[src/rtl/sim_monitor_pkg.sv]
// Shared state codes, counter slots and defaults for the simulation end-of-test monitor.
package sim_monitor_pkg;

    localparam int MON_STATE_BUS = 3;

    typedef enum logic [MON_STATE_BUS-1:0] {
        MON_IDLE    = 3'd0,
        MON_RUN     = 3'd1,
        MON_PASS    = 3'd2,
        MON_FAIL    = 3'd3,
        MON_TIMEOUT = 3'd4,
        MON_STALL   = 3'd5
    } mon_state_e;

    localparam int          HOLD_NONE          = 0;
    localparam logic [31:0] MON_TOHOST_DEFAULT = 32'h0000_1000;

    // Slot numbers of the saturating counter bank.
    localparam int CNT_CYC  = 0;
    localparam int CNT_WR   = 1;
    localparam int CNT_JMP  = 2;
    localparam int CNT_HOLD = 3;
    localparam int CNT_NUM  = 4;

    function automatic logic mon_is_terminal(input mon_state_e s);
        return (s == MON_PASS) || (s == MON_FAIL) || (s == MON_TIMEOUT) || (s == MON_STALL);
    endfunction

endpackage

[src/rtl/sim_monitor_sat_counter.sv]
// Up-counter that sticks at all-ones instead of wrapping; synchronous clear.
module sat_counter #(
    parameter int W = 32
) (
    input  logic         clk,
    input  logic         rst,
    input  logic         clr_i,
    input  logic         inc_i,
    output logic [W-1:0] cnt_o
);

    logic [W-1:0] r_cnt;

    always_ff @(posedge clk or posedge rst) begin
        if (rst) begin
            r_cnt <= '0;
        end else if (clr_i) begin
            r_cnt <= '0;
        end else if (inc_i && (r_cnt != '1)) begin
            r_cnt <= r_cnt + W'(1);
        end
    end

    assign cnt_o = r_cnt;

endmodule

[src/rtl/sim_monitor.sv]
// End-of-test monitor: watches tohost writes, global cycle budget and pipeline-hold runs,
// and latches a sticky PASS/FAIL/TIMEOUT/STALL verdict with activity counters.
module sim_monitor
    import sim_monitor_pkg::*;
#(
    parameter int                DATA_W      = 32,
    parameter int                ADDR_W      = 32,
    parameter int                REG_ADDR_W  = 5,
    parameter int                HOLD_W      = 3,
    parameter int                CNT_W       = 32,
    parameter logic [ADDR_W-1:0] TOHOST_ADDR = ADDR_W'(MON_TOHOST_DEFAULT),
    parameter int                TIMEOUT_CYC = 1500,
    parameter int                STALL_LIMIT = 64
) (
    input  logic                     clk,
    input  logic                     rst,
    input  logic                     en_i,
    input  logic                     reg_we_i,
    input  logic [REG_ADDR_W-1:0]    reg_waddr_i,
    input  logic                     mem_we_i,
    input  logic [ADDR_W-1:0]        mem_waddr_i,
    input  logic [DATA_W-1:0]        mem_wdata_i,
    input  logic                     jump_flag_i,
    input  logic [HOLD_W-1:0]        hold_flag_i,
    output logic [MON_STATE_BUS-1:0] state_o,
    output logic                     done_o,
    output logic                     pass_o,
    output logic                     fail_o,
    output logic                     timeout_o,
    output logic [DATA_W-2:0]        test_num_o,
    output logic [CNT_W-1:0]         cycle_cnt_o,
    output logic [CNT_W-1:0]         wr_cnt_o,
    output logic [CNT_W-1:0]         jump_cnt_o
);

    mon_state_e         r_state;
    mon_state_e         w_state_next;
    logic               r_done, r_pass, r_fail, r_timeout;
    logic               w_done_next, w_pass_next, w_fail_next, w_timeout_next;
    logic [DATA_W-2:0]  r_test_num;
    logic [DATA_W-2:0]  w_test_num_next;

    logic               w_run;
    logic               w_hold_active;
    logic               w_tohost;
    logic               w_tohost_pass;
    logic               w_stall_hit;
    logic               w_tmo_hit;

    logic [CNT_NUM-1:0] w_inc;
    logic [CNT_NUM-1:0] w_clr;
    logic [CNT_W-1:0]   w_cnt [CNT_NUM];

    assign w_run         = (r_state == MON_RUN);
    assign w_hold_active = (hold_flag_i != HOLD_W'(HOLD_NONE));
    assign w_tohost      = mem_we_i && (mem_waddr_i == TOHOST_ADDR) && mem_wdata_i[0];
    assign w_tohost_pass = (mem_wdata_i == DATA_W'(1));

    assign w_inc[CNT_CYC]  = w_run;
    assign w_inc[CNT_WR]   = w_run && reg_we_i && (reg_waddr_i != '0);
    assign w_inc[CNT_JMP]  = w_run && jump_flag_i;
    assign w_inc[CNT_HOLD] = w_run && w_hold_active;

    // Only the hold counter measures a run; the others clear solely through rst.
    assign w_clr[CNT_CYC]  = 1'b0;
    assign w_clr[CNT_WR]   = 1'b0;
    assign w_clr[CNT_JMP]  = 1'b0;
    assign w_clr[CNT_HOLD] = w_run && !w_hold_active;

    generate
        for (genvar gi = 0; gi < CNT_NUM; gi++) begin : g_cnt
            sat_counter #(
                .W     (CNT_W)
            ) u_cnt (
                .clk   (clk),
                .rst   (rst),
                .clr_i (w_clr[gi]),
                .inc_i (w_inc[gi]),
                .cnt_o (w_cnt[gi])
            );
        end
    endgenerate

    // Limits are judged on the count this edge produces, so compare against limit-1.
    assign w_stall_hit = w_inc[CNT_HOLD] && (w_cnt[CNT_HOLD] >= CNT_W'(STALL_LIMIT - 1));
    assign w_tmo_hit   = (w_cnt[CNT_CYC] >= CNT_W'(TIMEOUT_CYC - 1));

    always_ff @(posedge clk or posedge rst) begin
        if (rst) begin
            r_state    <= MON_IDLE;
            r_done     <= 1'b0;
            r_pass     <= 1'b0;
            r_fail     <= 1'b0;
            r_timeout  <= 1'b0;
            r_test_num <= '0;
        end else begin
            r_state    <= w_state_next;
            r_done     <= w_done_next;
            r_pass     <= w_pass_next;
            r_fail     <= w_fail_next;
            r_timeout  <= w_timeout_next;
            r_test_num <= w_test_num_next;
        end
    end

    always_comb begin
        w_state_next = r_state;
        case (r_state)
            MON_IDLE: begin
                if (en_i) begin
                    w_state_next = MON_RUN;
                end
            end
            MON_RUN: begin
                if (w_tohost) begin
                    w_state_next = w_tohost_pass ? MON_PASS : MON_FAIL;
                end else if (w_stall_hit) begin
                    w_state_next = MON_STALL;
                end else if (w_tmo_hit) begin
                    w_state_next = MON_TIMEOUT;
                end
            end
            default: begin
                w_state_next = r_state;
            end
        endcase
    end

    always_comb begin
        w_done_next     = mon_is_terminal(w_state_next);
        w_pass_next     = (w_state_next == MON_PASS);
        w_fail_next     = (w_state_next == MON_FAIL);
        w_timeout_next  = (w_state_next == MON_TIMEOUT) || (w_state_next == MON_STALL);
        w_test_num_next = r_test_num;
        if (w_run && w_tohost && !w_tohost_pass) begin
            w_test_num_next = mem_wdata_i[DATA_W-1:1];
        end
    end

    assign state_o     = r_state;
    assign done_o      = r_done;
    assign pass_o      = r_pass;
    assign fail_o      = r_fail;
    assign timeout_o   = r_timeout;
    assign test_num_o  = r_test_num;
    assign cycle_cnt_o = w_cnt[CNT_CYC];
    assign wr_cnt_o    = w_cnt[CNT_WR];
    assign jump_cnt_o  = w_cnt[CNT_JMP];

endmodule

[config.mk]
export PLATFORM = sky130hd
export DESIGN_NAME = sim_monitor
export DESIGN_NICKNAME = d
export VERILOG_FILES = /design/src/rtl/sim_monitor_pkg.sv /design/src/rtl/sim_monitor_sat_counter.sv /design/src/rtl/sim_monitor.sv
export SDC_FILE = /design/constraint.sdc
export NUM_CORES = 1
export LEC_CHECK = 0
export ABC_AREA = 1
export CAP_MARGIN = 25
export CORE_MARGIN = 3
export CORE_UTILIZATION = 45
export CTS_CLUSTER_DIAMETER = 50
export DETAILED_ROUTE_END_ITERATION = 8
export PLACE_DENSITY = 0.76
export SYNTH_ARGS = -nofsm -noshare
export SYNTH_HDL_FRONTEND = slang
export SYNTH_HIERARCHICAL = 1
export SYNTH_SLANG_ARGS = --single-unit
[constraint.sdc]
create_clock -name clk -period 4.1 [get_ports clk]
set_clock_uncertainty 0.2 [all_clocks]
set_input_delay 0.615 -clock clk [delete_from_list [all_inputs] [get_ports clk]]
set_output_delay 0.615 -clock clk [all_outputs]
set_load 0.005 [all_outputs]
# After elaboration in Yosys (flattened, before gate mapping)
# Cells that the tools add are included.
[totals] reg_bits=166 in_bits=78
[op_classes] add_sub_neg=4 n_lt_le_gt_ge=2 eq_ne=11 muxes=8 reduce_logical=24
[op_table] cell="adder 32 x 1 -> 32 bit (second input constant)" n=4
[op_table] cell="!= test 32 bit (second input constant)" n=4
[op_table] cell="2-to-1 mux 32 bit" n=2
[op_table] cell="== test 32 x 1 -> 1 bit (second input constant)" n=1
[op_table] cell="== test 32 x 13 -> 1 bit (second input constant)" n=1
[op_table] cell="greater-or-equal comparator 32 x 11 -> 1 bit (second input constant)" n=1
[op_table] cell="greater-or-equal comparator 32 x 6 -> 1 bit (second input constant)" n=1
[op_table] cell="logical AND 1 bit" n=14
[op_table] cell="2-to-1 mux 3 bit" n=4
[op_table] cell="== test 3 x 2 -> 1 bit (second input constant)" n=2
[op_table] cell="== test 3 bit (second input constant)" n=2
[op_table] cell="one-hot mux 3 bit (2 select lines)" n=1
[op_table] cell="nonzero test 5 bit" n=1
[op_table] cell="logical OR 1 bit" n=4
[op_table] cell="== test 3 x 1 -> 1 bit (second input constant)" n=1
[op_table] cell="zero test 3 bit" n=1
[op_table] cell="nonzero test 3 bit" n=1
[op_table] cell="zero test 1 bit" n=2
[op_table] cell="nonzero test 2 bit" n=1
[op_table] cell="2-to-1 mux 1 bit" n=1

# Depth between registers and ports, before layout
[logic_depth] ltp_word=10 ltp_mapped=13 mapped_depth_nobuf=13

# By module
# The synthesis kept the hierarchy.
[by_module_without_submodules] module="sat_counter" n_inst=4 cells_per_inst=360 area_per_inst_um2=2274.7 seq_area_each_um2=800.8
[by_module_without_submodules] module="sim_monitor" n_inst=1 cells_per_inst=319 area_per_inst_um2=2155.8 seq_area_each_um2=950.9

# Worst setup path before layout
# No wires, ideal clock.
[synth_timing] path_kind="register -> register" from="register r_state[2] (netlist: state_o[2])" to="register g_cnt[1].u_cnt.r_cnt[28]" setup_ns=0.065 arrival_ns=1.867 path_slack_ns=1.968 path_stages_with_launch=11 path_buffers=1 cell_sequence="dfrtp_1 > nor2_1 > nand2_1 > inv_1 > nand2_1 > a21oi_1 > inv_1 > a21oi_1 > buf_2 > nand4_1 > nand2_1"
[synth_via] elab_chain_cells=4
[synth_lines] element="start: declaration" line_no="sim_monitor.sv:36" text="mon_state_e r_state;"
[synth_lines] element="start signal: assignment" line_no="sim_monitor.sv:97" text="r_state <= w_state_next;"
[synth_lines] element="== test 3 x 1 -> 1 bit" line_no="sim_monitor.sv:54" text="assign w_run = (r_state == MON_RUN);"
[synth_lines] element="net w_inc[0]" line_no="sim_monitor.sv:50" text="logic [CNT_NUM-1:0] w_inc;"
[synth_lines] element="logical AND 1 bit (2 in a row)" line_no="sim_monitor.sv:60" text="assign w_inc[CNT_WR] = w_run && reg_we_i && (reg_waddr_i != '0);"
[synth_lines] element="net w_inc[1]" line_no="sim_monitor.sv:50"
[synth_lines] element="logical AND 1 bit" line_no="sim_monitor_sat_counter.sv:19" text="end else if (inc_i && (r_cnt != '1)) begin"
[synth_lines] element="end signal: assignment" line_no="sim_monitor_sat_counter.sv:20" text="r_cnt <= r_cnt + W'(1);"
[synth_lines] element="end: declaration" line_no="sim_monitor_sat_counter.sv:12" text="logic [W-1:0] r_cnt;"
# The timed path passes the listed nets, and every way through them passes these cells.
# A chain may end at the register's enable or synchronous reset.

# Worst setup path in the final report
[layout_timing] from="input mem_wdata_i[0]" to="register r_fail (netlist: fail_o)"
[layout_via] elab_chain_cells=5 word_cells_on_any_way=6 cone_classes="2 x eq/ne; 3 x mux; 1 x reduce/logical"
[layout_lines] element="start: declaration" line_no="sim_monitor.sv:22" text="input logic [DATA_W-1:0] mem_wdata_i,"
[layout_lines] element="== test 32 x 1 -> 1 bit" line_no="sim_monitor.sv:57" text="assign w_tohost_pass = (mem_wdata_i == DATA_W'(1));"
[layout_lines] element="2-to-1 mux 1 bit" line_no="sim_monitor.sv:116" text="w_state_next = w_tohost_pass ? MON_PASS : MON_FAIL;"
[layout_lines] element="2-to-1 mux 3 bit *" line_no="sim_monitor.sv:115" text="if (w_tohost) begin"
[layout_lines] element="one-hot mux 3 bit (2 select lines) *" line_no="sim_monitor.sv:108" text="case (r_state)"
[layout_lines] element="== test 3 x 2 -> 1 bit *" line_no="sim_monitor.sv:132" text="w_fail_next = (w_state_next == MON_FAIL);"
[layout_lines] element="net w_fail_next" line_no="sim_monitor.sv:39" text="logic w_done_next, w_pass_next, w_fail_next, w_timeout_next;"
[layout_lines] element="end signal: assignment" line_no="sim_monitor.sv:100" text="r_fail <= w_fail_next;"
[layout_lines] element="end: declaration" line_no="sim_monitor.sv:38" text="logic r_done, r_pass, r_fail, r_timeout;"
# Mark *: on every way through the listed nets, which the timed path passes. The rest lies on a longest branch.

==> qor.yml <==
netlist_area_um2: 11300
start_util: 0.460
critical_path_class: "primary input to flip-flop"
synth_cell_types: 37
slowest_stage: "nand3_2"
hp-class: "flip-flop to flip-flop"
viasPerCell: 5.14
max_freq_mhz: 360
setup_violations: 0
grt_setup_unrepaired: "no"
synth_area_leaders: "dfrtp_1 37%, nand2_1 23%, nor2_1 9.9%, nand3_1 7.0%, inv_1 5.3%"
period_share: 0.678
clkTransAtPathRegs_ns: 0.06
crit_required_ns: 4.25
die_h_um: 164
status: "finished, final reports clean"
io_pins: 212
core_area_um2: 24500
post_cts_buffers: 0
vias: 11843
antenna_left: 0
clk_latency_ns: 0.42
dpl.hpwl_um: 24700
die_x_um: 164
routed_wl_um: 33300
ir_drop_mv: 0.229
drive_gt1_frac: 0.0646
track_usage: 0.248
multi_input_area_um2: 6230
cp.arrival_ns: 2.93
nets: 2051
final-max-slew-violation-count: 0
synth_area_leader_cell: "dfrtp_1"
worst_slew_margin_rel: 0.487
root_buffer: "clkbuf_16"
gp_congestion: 0.974
cp_common_cell: "nand2_1"
wl_per_cell_um: 14.4
syn_area_per_cell_um2: 6.40
netlist.area_leader.share: 0.369
grt_max_degree: 39
cts_tree: "yes"
synth.most_common_cell: "nand2_1"
p_leak_nw: 6.62
hold_violations: 0
htreeDepth: 4
preCtsSetupSlack_ns: 0.879
first_global_vias: 11145
syn_to_final_growth_pct: 26.6
antenna_found_initial: 0
grt-ovfl-total: 0
drc: 0
max_cap_viol_count: 0
ctsResizeCount: 0
drtPass1Iterations: 6
clockBufferDepth: 2
synthArstFlopShare: 1.00
power.density_nw_per_um2: 251
crit_fanout: 32
setup-tns-final_ns: 0
fin_crit_ns: 2.78
cts_buffers: 17
start_kind: "primary input"
ys_seq_elements: 166
syn_inst: 1759
clock_sinks: 166
critPathMaxStageDelay_ns: 0.53
synth_common_cells: "679 x nand2_1, 297 x nor2_1, 166 x dfrtp_1"
io_buffers: 211
fin_ws_ns: 1.32
regArea_um2: 4150
row_count: 57
ctsHoldBuffers: 0
ys_warn_count: 6
grt_pass1_wl_um: 54500
seq_area_frac_synth: 0.369
fill_cells: 2304
diodes: 0
crit_chain: "clkdlybuf4s50_1 > nand2_1 > nor3_1 > nand2_1 > nor2_4 > nand3_2 > nand2_1 > inv_2 > nand2_2 > nand2_2 > nor2_2"
synth-main-ff-cell: "dfrtp_1"
worst_pin_slew_ns: 0.769
synth_edf_count: 0
dieArea_um2: 26900
critPathCaptureType: "flip-flop"
drtIter0Drc: 1009
## cell usage in the layout (no fill, tap or decap), types with 8 or more instances in the layout
cell,synthesis,layout
a21oi_1,15,15
and2_1,8,8
buf_4,0,12
clkbuf_16,0,17
clkdlybuf4s50_1,0,211
conb_1,1,9
dfrtp_1,166,166
inv_1,158,157
nand2_1,679,679
nand2_2,16,16
nand2_4,16,16
nand3_1,158,158
nand4_1,44,44
nor2_1,297,297
nor2_2,17,17
nor3_1,11,11
o21ai_0,52,52
o21ai_2,12,12
o21bai_1,8,8
xor2_1,12,12
## per-stage QoR
stage	instances	util	hold slack (ns)	total power, mW	area, um^2
after floorplan	1767	-	0.273	1.77	11300
final	2305	0.583	0.281	3.57	14300
after detailed placement	2273	0.557	0.264	1.87	13600
after global placement	2273	0.557	0.261	1.87	13600
after global routing	2305	0.583	0.301	3.69	14300
after CTS	2305	0.583	0.283	3.61	14300
## logic make-up (layout without fill, tap and decap cells)
| family | Yosys count | in the layout | share of synthesized area |
|---|---|---|---|
| other | 1 | 9 | 0.000333 |
| DFF | 166 | 166 | 0.369 |
| adders and majority gates | 5 | 5 | 0.00556 |
| and+or+nand+nor | 1267 | 1267 | 0.483 |
| buffers and inverters | 209 | 423 | 0.0802 |
| AOI/OAI and AO/OA | 95 | 95 | 0.0489 |
| xor gates and xnor gates | 16 | 16 | 0.0125 |
## cell type report
cell class,count,share of cell area
flip-flops and latches,166,0.291
multi-input cells,1392,0.437
repair buffers,223,0.154
clock inverters,14,0.0131
inverters,168,0.0443
clock buffers,18,0.0308
well taps,324,0.0284
## worst max-delay path, delay by kind of cell
| kind | cells | cell delay (ns) |
|---|---|---|
| simple gates | 9 | 1.79 |
| buf+inv | 2 | 0.52 |
## power by group
part	leakage [nW]	internal, mW	total, mW	switching, mW
Sequential	2.27	1.64	1.65	0.00822
Clock	0.306	0.996	1.73	0.734
Combinational	4.04	0.0840	0.193	0.109
Total	6.62	2.72	3.57	0.851
## worst paths after layout
kind	startpoint	end	slack [ns]	cells past startpoint
min in group asynchronous	rst	g_cnt[2].u_cnt/cnt_o[3]	0.63	3
min reg2reg	test_num_o[5]	test_num_o[5]	0.28	2
max in group asynchronous	rst	g_cnt[3].u_cnt/cnt_o[17]	2.31	3
max reg2reg	state_o[2]	g_cnt[1].u_cnt/cnt_o[19]	1.43	10
min	test_num_o[5]	test_num_o[5]	0.28	2
max	mem_wdata_i[0]	fail_o	1.32	11
## metal layers
metal	up-vias	track usage	wire [um]
li1	5923	-	-
met1	5505	0.316	14000
met2	365	0.428	16500
met3	50	0.0451	2140
met4	0	0.0707	615
met5	-	0	0
## registers in the layout (all words and copies together), names as in the netlist
name and count:
g_cnt.u_cnt/cnt_o 128, timeout_o 1, pass_o 1, done_o 1, fail_o 1, test_num_o 31, state_o 3
(Power assumes the default switching activity.)
